## config.mk

```make
export PLATFORM = sky130hd
export DESIGN_NAME = psram_ddr_seq
export DESIGN_NICKNAME = d
export VERILOG_FILES = /design/src/rtl/psram_pkg.sv /design/src/rtl/psram_ca_mux.sv /design/src/rtl/psram_ddr_seq.sv
export SDC_FILE = /design/constraint.sdc
export NUM_CORES = 1
export LEC_CHECK = 0
export CORE_ASPECT_RATIO = 0.75
export CORE_MARGIN = 4
export CORE_UTILIZATION = 35
export CTS_BUF_LIST = sky130_fd_sc_hd__clkbuf_16
export DETAILED_ROUTE_END_ITERATION = 6
export GPL_TIMING_DRIVEN = 0
export PLACE_DENSITY = 0.63
export RECOVER_POWER = 25
export SETUP_SLACK_MARGIN = 0.1
export SYNTH_ARGS = -nofsm -noshare
export SYNTH_HDL_FRONTEND = slang
export SYNTH_HIERARCHICAL = 1
export SYNTH_SLANG_ARGS = --single-unit
```

## constraint.sdc

```tcl
create_clock -name sys_clk -period 8 [get_ports sys_clk]
set_input_delay 2 -clock sys_clk [delete_from_list [all_inputs] [get_ports sys_clk]]
set_output_delay 2 -clock sys_clk [all_outputs]
set_load 0.03 [all_outputs]
```

## src/rtl/psram_pkg.sv

```systemverilog
// rtl/psram_pkg.sv - state encoding and phase lengths for the PSRAM DDR sequencer
package psram_pkg;

    typedef enum logic [2:0] {
        ST_IDLE     = 3'd0,
        ST_CS_SETUP = 3'd1,
        ST_CA       = 3'd2,
        ST_LAT      = 3'd3,
        ST_WDATA    = 3'd4,
        ST_RDATA    = 3'd5,
        ST_CS_HOLD  = 3'd6
    } state_t;

    localparam int CA_BEATS     = 3;
    localparam int CS_SETUP_CYC = 1;
    localparam int CS_HOLD_CYC  = 1;

endpackage

```

## src/rtl/psram_ca_mux.sv

```systemverilog
// rtl/psram_ca_mux.sv - CA beat index to {d0,d1} byte pair
// Ports:
//   cmd_byte  in  8   command byte (write or read opcode)
//   addr      in  32  latched byte address
//   beat_idx  in  2   CA beat 0..2
//   d0, d1    out 8   rising/falling-edge bytes for this beat
module psram_ca_mux
    import psram_pkg::*;
(
    input  logic [7:0]  cmd_byte,
    input  logic [31:0] addr,
    input  logic [1:0]  beat_idx,
    output logic [7:0]  d0,
    output logic [7:0]  d1
);

    // CA byte stream: cmd, addr MSB first, then a zero pad byte.
    always_comb begin
        d0 = 8'h00;
        d1 = 8'h00;
        case (beat_idx)
            2'd0: begin d0 = cmd_byte;     d1 = addr[31:24]; end
            2'd1: begin d0 = addr[23:16];  d1 = addr[15:8];  end
            2'd2: begin d0 = addr[7:0];    d1 = 8'h00;       end
            default: begin d0 = 8'h00;     d1 = 8'h00;       end
        endcase
    end

endmodule

```

## src/rtl/psram_ddr_seq.sv

```systemverilog
// rtl/psram_ddr_seq.sv - PSRAM DDR transaction sequencer feeding DQ/CE#/CK ODDRs
// Optional DM datapath: define PSRAM_DM_EN (adds dm_d0, dm_d1, wr_mask).
// Ports:
//   sys_clk, sys_rst                 clock, async active-high reset
//   cmd_valid/cmd_ready/cmd_wr/cmd_addr/cmd_len   command handshake
//   wr_valid/wr_ready/wr_data        write beat stream
//   oddr_d0/oddr_d1/oddr_oe          DQ ODDR data and output enable
//   ce_n, ck_en, rd_win              chip select, CK gate, read window
//   busy, done                       status
module psram_ddr_seq
    import psram_pkg::*;
#(
    parameter int         DQ_W    = 8,
    parameter int         LEN_W   = 7,
    parameter int         LAT_CYC = 6,
    parameter logic [7:0] WR_CMD  = 8'hA0,
    parameter logic [7:0] RD_CMD  = 8'h20
) (
    input  logic              sys_clk,
    input  logic              sys_rst,
    input  logic              cmd_valid,
    output logic              cmd_ready,
    input  logic              cmd_wr,
    input  logic [31:0]       cmd_addr,
    input  logic [LEN_W-1:0]  cmd_len,
    input  logic              wr_valid,
    output logic              wr_ready,
    input  logic [2*DQ_W-1:0] wr_data,
    output logic [DQ_W-1:0]   oddr_d0,
    output logic [DQ_W-1:0]   oddr_d1,
    output logic              oddr_oe,
    output logic              ce_n,
    output logic              ck_en,
    output logic              rd_win,
    output logic              busy,
    output logic              done
`ifdef PSRAM_DM_EN
    ,
    output logic              dm_d0,
    output logic              dm_d1,
    input  logic [1:0]        wr_mask
`endif
);

    state_t             state_q, state_d;
    logic [3:0]         phase_q, phase_d;
    logic [LEN_W-1:0]   beat_q, beat_d;
    logic [LEN_W-1:0]   len_q, len_d;
    logic [31:0]        addr_q, addr_d;
    logic               wr_q, wr_d;
    logic               ce_n_q, ce_n_d;
    logic               oe_q, oe_d;
    logic               ck_en_q, ck_en_d;
    logic               rd_win_q, rd_win_d;
    logic               done_q, done_d;
    logic [DQ_W-1:0]    d0_q, d0_d;
    logic [DQ_W-1:0]    d1_q, d1_d;
    logic [7:0]         ca_d0, ca_d1;
    logic               wr_fire;

    assign wr_fire = (state_q == ST_WDATA) && wr_valid;

    psram_ca_mux u_ca_mux (
        .cmd_byte (wr_q ? WR_CMD : RD_CMD),
        .addr     (addr_q),
        .beat_idx (phase_d[1:0]),
        .d0       (ca_d0),
        .d1       (ca_d1)
    );

    always_comb begin
        state_d = state_q;
        phase_d = phase_q;
        beat_d  = beat_q;
        len_d   = len_q;
        addr_d  = addr_q;
        wr_d    = wr_q;
        case (state_q)
            ST_IDLE: begin
                if (cmd_valid) begin
                    state_d = ST_CS_SETUP;
                    phase_d = 4'd0;
                    wr_d    = cmd_wr;
                    addr_d  = cmd_addr;
                    len_d   = cmd_len;
                end
            end
            ST_CS_SETUP: begin
                if (phase_q == 4'(CS_SETUP_CYC - 1)) begin
                    state_d = ST_CA;
                    phase_d = 4'd0;
                end else begin
                    phase_d = phase_q + 4'd1;
                end
            end
            ST_CA: begin
                if (phase_q == 4'(CA_BEATS - 1)) begin
                    state_d = ST_LAT;
                    phase_d = 4'd0;
                end else begin
                    phase_d = phase_q + 4'd1;
                end
            end
            ST_LAT: begin
                if (phase_q == 4'(LAT_CYC - 1)) begin
                    phase_d = 4'd0;
                    beat_d  = '0;
                    if (len_q == '0)
                        state_d = ST_CS_HOLD;
                    else
                        state_d = wr_q ? ST_WDATA : ST_RDATA;
                end else begin
                    phase_d = phase_q + 4'd1;
                end
            end
            ST_WDATA: begin
                // Beat count only advances on a consumed beat; stalls hold it.
                if (wr_valid) begin
                    beat_d = beat_q + LEN_W'(1);
                    if (beat_q + LEN_W'(1) == len_q)
                        state_d = ST_CS_HOLD;
                end
            end
            ST_RDATA: begin
                beat_d = beat_q + LEN_W'(1);
                if (beat_q + LEN_W'(1) == len_q)
                    state_d = ST_CS_HOLD;
            end
            ST_CS_HOLD: begin
                if (phase_q == 4'(CS_HOLD_CYC - 1)) begin
                    state_d = ST_IDLE;
                    phase_d = 4'd0;
                end else begin
                    phase_d = phase_q + 4'd1;
                end
            end
            default: begin
                state_d = ST_IDLE;
                phase_d = 4'd0;
            end
        endcase

        // Pin values are registered against the state being entered, so they
        // line up with state_q in the following cycle.
        ce_n_d   = (state_d == ST_IDLE);
        oe_d     = (state_d == ST_CA) || (state_d == ST_WDATA);
        ck_en_d  = (state_d == ST_CA) || (state_d == ST_LAT) || (state_d == ST_RDATA);
        rd_win_d = (state_d == ST_RDATA);
        done_d   = (state_q == ST_CS_HOLD) && (state_d == ST_IDLE);

        d0_d = '0;
        d1_d = '0;
        case (state_d)
            ST_CA: begin
                d0_d = DQ_W'(ca_d0);
                d1_d = DQ_W'(ca_d1);
            end
            ST_WDATA: begin
                d0_d = wr_fire ? wr_data[DQ_W-1:0]      : d0_q;
                d1_d = wr_fire ? wr_data[2*DQ_W-1:DQ_W] : d1_q;
            end
            default: begin
                d0_d = '0;
                d1_d = '0;
            end
        endcase
    end

    always_ff @(posedge sys_clk or posedge sys_rst) begin
        if (sys_rst) begin
            state_q  <= ST_IDLE;
            phase_q  <= '0;
            beat_q   <= '0;
            len_q    <= '0;
            addr_q   <= '0;
            wr_q     <= 1'b0;
            ce_n_q   <= 1'b1;
            oe_q     <= 1'b0;
            ck_en_q  <= 1'b0;
            rd_win_q <= 1'b0;
            done_q   <= 1'b0;
            d0_q     <= '0;
            d1_q     <= '0;
        end else begin
            state_q  <= state_d;
            phase_q  <= phase_d;
            beat_q   <= beat_d;
            len_q    <= len_d;
            addr_q   <= addr_d;
            wr_q     <= wr_d;
            ce_n_q   <= ce_n_d;
            oe_q     <= oe_d;
            ck_en_q  <= ck_en_d;
            rd_win_q <= rd_win_d;
            done_q   <= done_d;
            d0_q     <= d0_d;
            d1_q     <= d1_d;
        end
    end

    // Write beats pass straight through to the ODDR inputs in the cycle they
    // are consumed (the ODDR is the output register). A stalled cycle shows
    // the held last beat and pauses CK.
    assign cmd_ready = (state_q == ST_IDLE);
    assign busy      = (state_q != ST_IDLE);
    assign wr_ready  = wr_fire;
    assign oddr_d0   = wr_fire ? wr_data[DQ_W-1:0]      : d0_q;
    assign oddr_d1   = wr_fire ? wr_data[2*DQ_W-1:DQ_W] : d1_q;
    assign oddr_oe   = oe_q;
    assign ce_n      = ce_n_q;
    assign ck_en     = ck_en_q | wr_fire;
    assign rd_win    = rd_win_q;
    assign done      = done_q;

`ifdef PSRAM_DM_EN
    logic [1:0] dm_q, dm_d;

    always_comb begin
        dm_d = 2'b00;
        if (state_d == ST_WDATA)
            dm_d = wr_fire ? wr_mask : dm_q;
    end

    always_ff @(posedge sys_clk or posedge sys_rst) begin
        if (sys_rst)
            dm_q <= 2'b00;
        else
            dm_q <= dm_d;
    end

    assign dm_d0 = wr_fire ? wr_mask[0] : dm_q[0];
    assign dm_d1 = wr_fire ? wr_mask[1] : dm_q[1];
`endif

endmodule

```

==> impl_metrics.tcl <==
set metrics [dict create \
    grt_max_degree 52 \
    slowest_delay_ns 0.61 \
    synth_seq_cells 75 \
    swShare_pct 40.07 \
    combPwrFrac_pct 50.7 \
    fin_nets 520 \
    finClkSkew_ns 0.009598 \
    slew_headroom_pct -77.95 \
    grt_overflow 0 \
    stdcell_count 599 \
    final_common_cell "clkdlybuf4s50_1" \
    slowest_stage "clkdlybuf4s50_1" \
    status "finished, violations left" \
    die-area_um2 13280 \
    fmax_mhz 157.1 \
    crit_buf_inv 3 \
    critPathKind "in -> out" \
    wl_per_cell_um 16.69 \
    critical_path.max_fanout 10 \
    async_flop_share_pct 100.0 \
    hpwl_um 7518 \
    drt_wl_total_um 9996 \
    violations "capacitance limit, slew limit" \
    dpl_cell_area_um2 5075 \
    p_seq_share_pct 30.5 \
    finalSetupTns_ns 0 \
    diodes 0 \
    cp-start-kind "input port" \
    syn_area_um2 4020 \
    gp_congestion 0.8154 \
    p_switching_uw 832.3 \
    mostFrequentLayoutCells "clkdlybuf4s50_1, dfrtp_1, mux2_2" \
    maxCapViolCount 1 \
    syn_inst 355 \
    finalSetupViolCount 0 \
    utilization_pct 48.19 \
    synth.distinct_cells 55 \
    dp_cells 584 \
    setup_ws_ns 1.636 \
    cts_sinks 75 \
    crit_top_cell "clkdlybuf4s50_1" \
    cts_tree "yes" \
    area_growth_pct 32.65 \
    die_y_um 100.8 \
    ctsRootBufferMaster "clkbuf_16" \
    period_share_pct 79.55 \
    cts_setup_buffers 0 \
    final-max-slew-violation-count 52 \
    ys.flop_type "dfrtp_1" \
    ioPinCount 84 \
    rows 33 \
    dr.pass1.iters 4 \
    finalInstanceArea_um2 5333 \
    pre_cts_slack_ns 1.613 \
    fillers 1039 \
    grt_pass1_wl_um 16350 \
    ctsHoldBuffers 0 \
    start_util_pct 36.33 \
    clk_path_buf_depth 2 \
    yosys_warnings 6 \
    synth_edf_count 0 \
    crit_family "buffers and inverters" \
    vias_per_cell 5.053 \
    cp_cell_sequence "clkdlybuf4s50_1 > nand2_1 > nor3_4 > buf_4 > mux2_1 > clkdlybuf4s50_1" \
    drive_above_1_share_pct 20.04 \
    min_path_type "reg -> reg" \
    ys_seq_area_share_pct 46.72 \
    endpoint_kind "output pin" \
    drcViolationCount 0 \
    numCtsBuffers 9 \
    io_buffers 83 \
    clkTransAtPathRegs_ns 0.06 \
    worst-endpoint-required_ns 6.00 \
    grt_usage_pct 15.83 \
    pwr-share-clk_pct 18.8 \
    p_int_uw 1245 \
    ant_nets 0 \
    vdd_drop_max_uv 193.8 \
    worst_pin_slew_ns 2.669 \
    antenna_found_initial 0 \
    drtIter0Drc 138 \
    pwr_density_cell_nw_per_um2 389.5 \
    grt_pass1_vias 3093 \
    synth_area_per_cell_um2 11.32 \
    vias 3027 \
    worstSkewPairLatency_ns 0.34 \
    htreeDepth 3 \
    p_leak_uw 0.002199 \
    cts_resized 0 \
    period_minus_slack_ns 6.364 \
    cp.arrival_ns 4.36 \
    coreArea_um2 11070 \
    die_w_um 131.8 \
    rsz0062_at_grt "false" \
    final-hold-violation-count 0 \
]
==> logic make-up (layout without fill, tap and decap cells) <==
| kind of cell | Yosys count | in the layout | share of synthesized area, % |
|---|---|---|---|
| compound gates | 61 | 61 | 10.21 |
| fa+ha+maj | 5 | 5 | 1.556 |
| xor+xnor | 13 | 13 | 2.832 |
| buf+inv | 29 | 128 | 4.295 |
| simple gates | 97 | 97 | 14.29 |
| mux | 73 | 73 | 19.92 |
| other cells | 2 | 7 | 0.1868 |
| flops | 75 | 75 | 46.72 |
==> worst paths after layout <==
check | startpoint | endpoint | slack [ns] | cells after the start
hold reg to reg | addr_q[26] | addr_q[26] | 0.50 | 1
setup reg to reg | phase_q[0] | d0_q[0] | 4.86 | 14
max in group asynchronous | sys_rst | rd_win | 2.70 | 3
hold / removal | addr_q[26] | addr_q[26] | 0.50 | 1
min in group asynchronous | sys_rst | len_q[5] | 2.31 | 2
setup / recovery | wr_valid | oddr_d0[0] | 1.64 | 6
==> cell type report <==
cell class / count / area [µm²] / share of cell area [%]
Inverter: 8 / 31.28 / 0.5866
Tap cell: 140 / 175.2 / 3.285
Sequential cell: 75 / 1878 / 35.22
Clock inverter: 6 / 57.56 / 1.079
Clock buffer: 9 / 225.2 / 4.223
Buffer: 21 / 142.6 / 2.675
Multi-Input combinational cell: 256 / 1988 / 37.28
Timing Repair Buffer: 84 / 834.6 / 15.65
==> power by group through the flow <==
| stage | Sequential (µW) | Combinational, µW | Clock, µW |
|---|---|---|---|
| after floorplan | 613 | 767 | 0 |
| after global placement | 637 | 1020 | 0 |
| after detailed placement | 641 | 1050 | 0 |
| after CTS | 634 | 1050 | 398 |
| after global routing | 654 | 1150 | 412 |
| final | 633 | 1050 | 390 |
==> through the flow <==
step / hold WS [ns] / total power (µW)
2_1_floorplan: 0.4679 / 1379
3_3_place_gp: 0.4875 / 1661
3_5_place_dp: 0.4951 / 1689
4_1_cts: 0.5083 / 2083
5_1_grt: 0.5217 / 2216
6_report: 0.5028 / 2077
==> registers in the layout, indices dropped and copies added, names as in the netlist <==
signal / cells
ce_n: 1
done: 1
d1_q: 8
phase_q: 4
d0_q: 8
wr_q: 1
oddr_oe: 1
beat_q: 7
ck_en_q: 1
addr_q: 32
rd_win: 1
state_q: 3
len_q: 7
==> worst reg2reg max path, delay by kind of cell (launching register included) <==
| family | cells | cell delay (ns) |
|---|---|---|
| DFF | 1 | 0.44 |
| AOI/OAI and AO/OA | 5 | 1.33 |
| adders and majority gates | 1 | 0.20 |
| and+or+nand+nor | 5 | 0.57 |
| buffers and inverters | 3 | 0.49 |
==> synth_stat cells, drive strengths merged, types with 2 or more instances <==
cell	number	area [µm²]
dfrtp	74	1852
mux2	56	630.6
nand2	26	97.59
nor2	21	86.33
a21oi	20	100.1
mux2i	17	170.2
or4b	16	160.2
buf	12	108.8
o21ai	11	55.05
clkbuf	9	33.78
nand3	9	50.05
xnor2	9	78.83
inv	8	30.03
o2bb2ai	8	70.07
a21o	5	37.54
ha	5	62.56
nor3	5	36.29
xor2	4	35.03
a22o	3	26.28
nor3b	3	22.52
o31ai	3	22.52
and2	2	12.51
conb	2	7.510
nand3b	2	15.01
nor2b	2	12.51
o21a	2	15.01
or2	2	12.51
==> layer usage <==
layer / track usage [%] / routed length, µm / up-vias / part of all wire, %
met1: 22.60 / 5057 / 1451 / 51
met5: 0 / 0 / - / 0
li1: - / - / 1480 / -
met2: 23.68 / 4402 / 80 / 44
met4: 6.295 / 204 / 0 / 2.0
met3: 3.244 / 331 / 16 / 3.3
(Power assumes the default switching activity.)
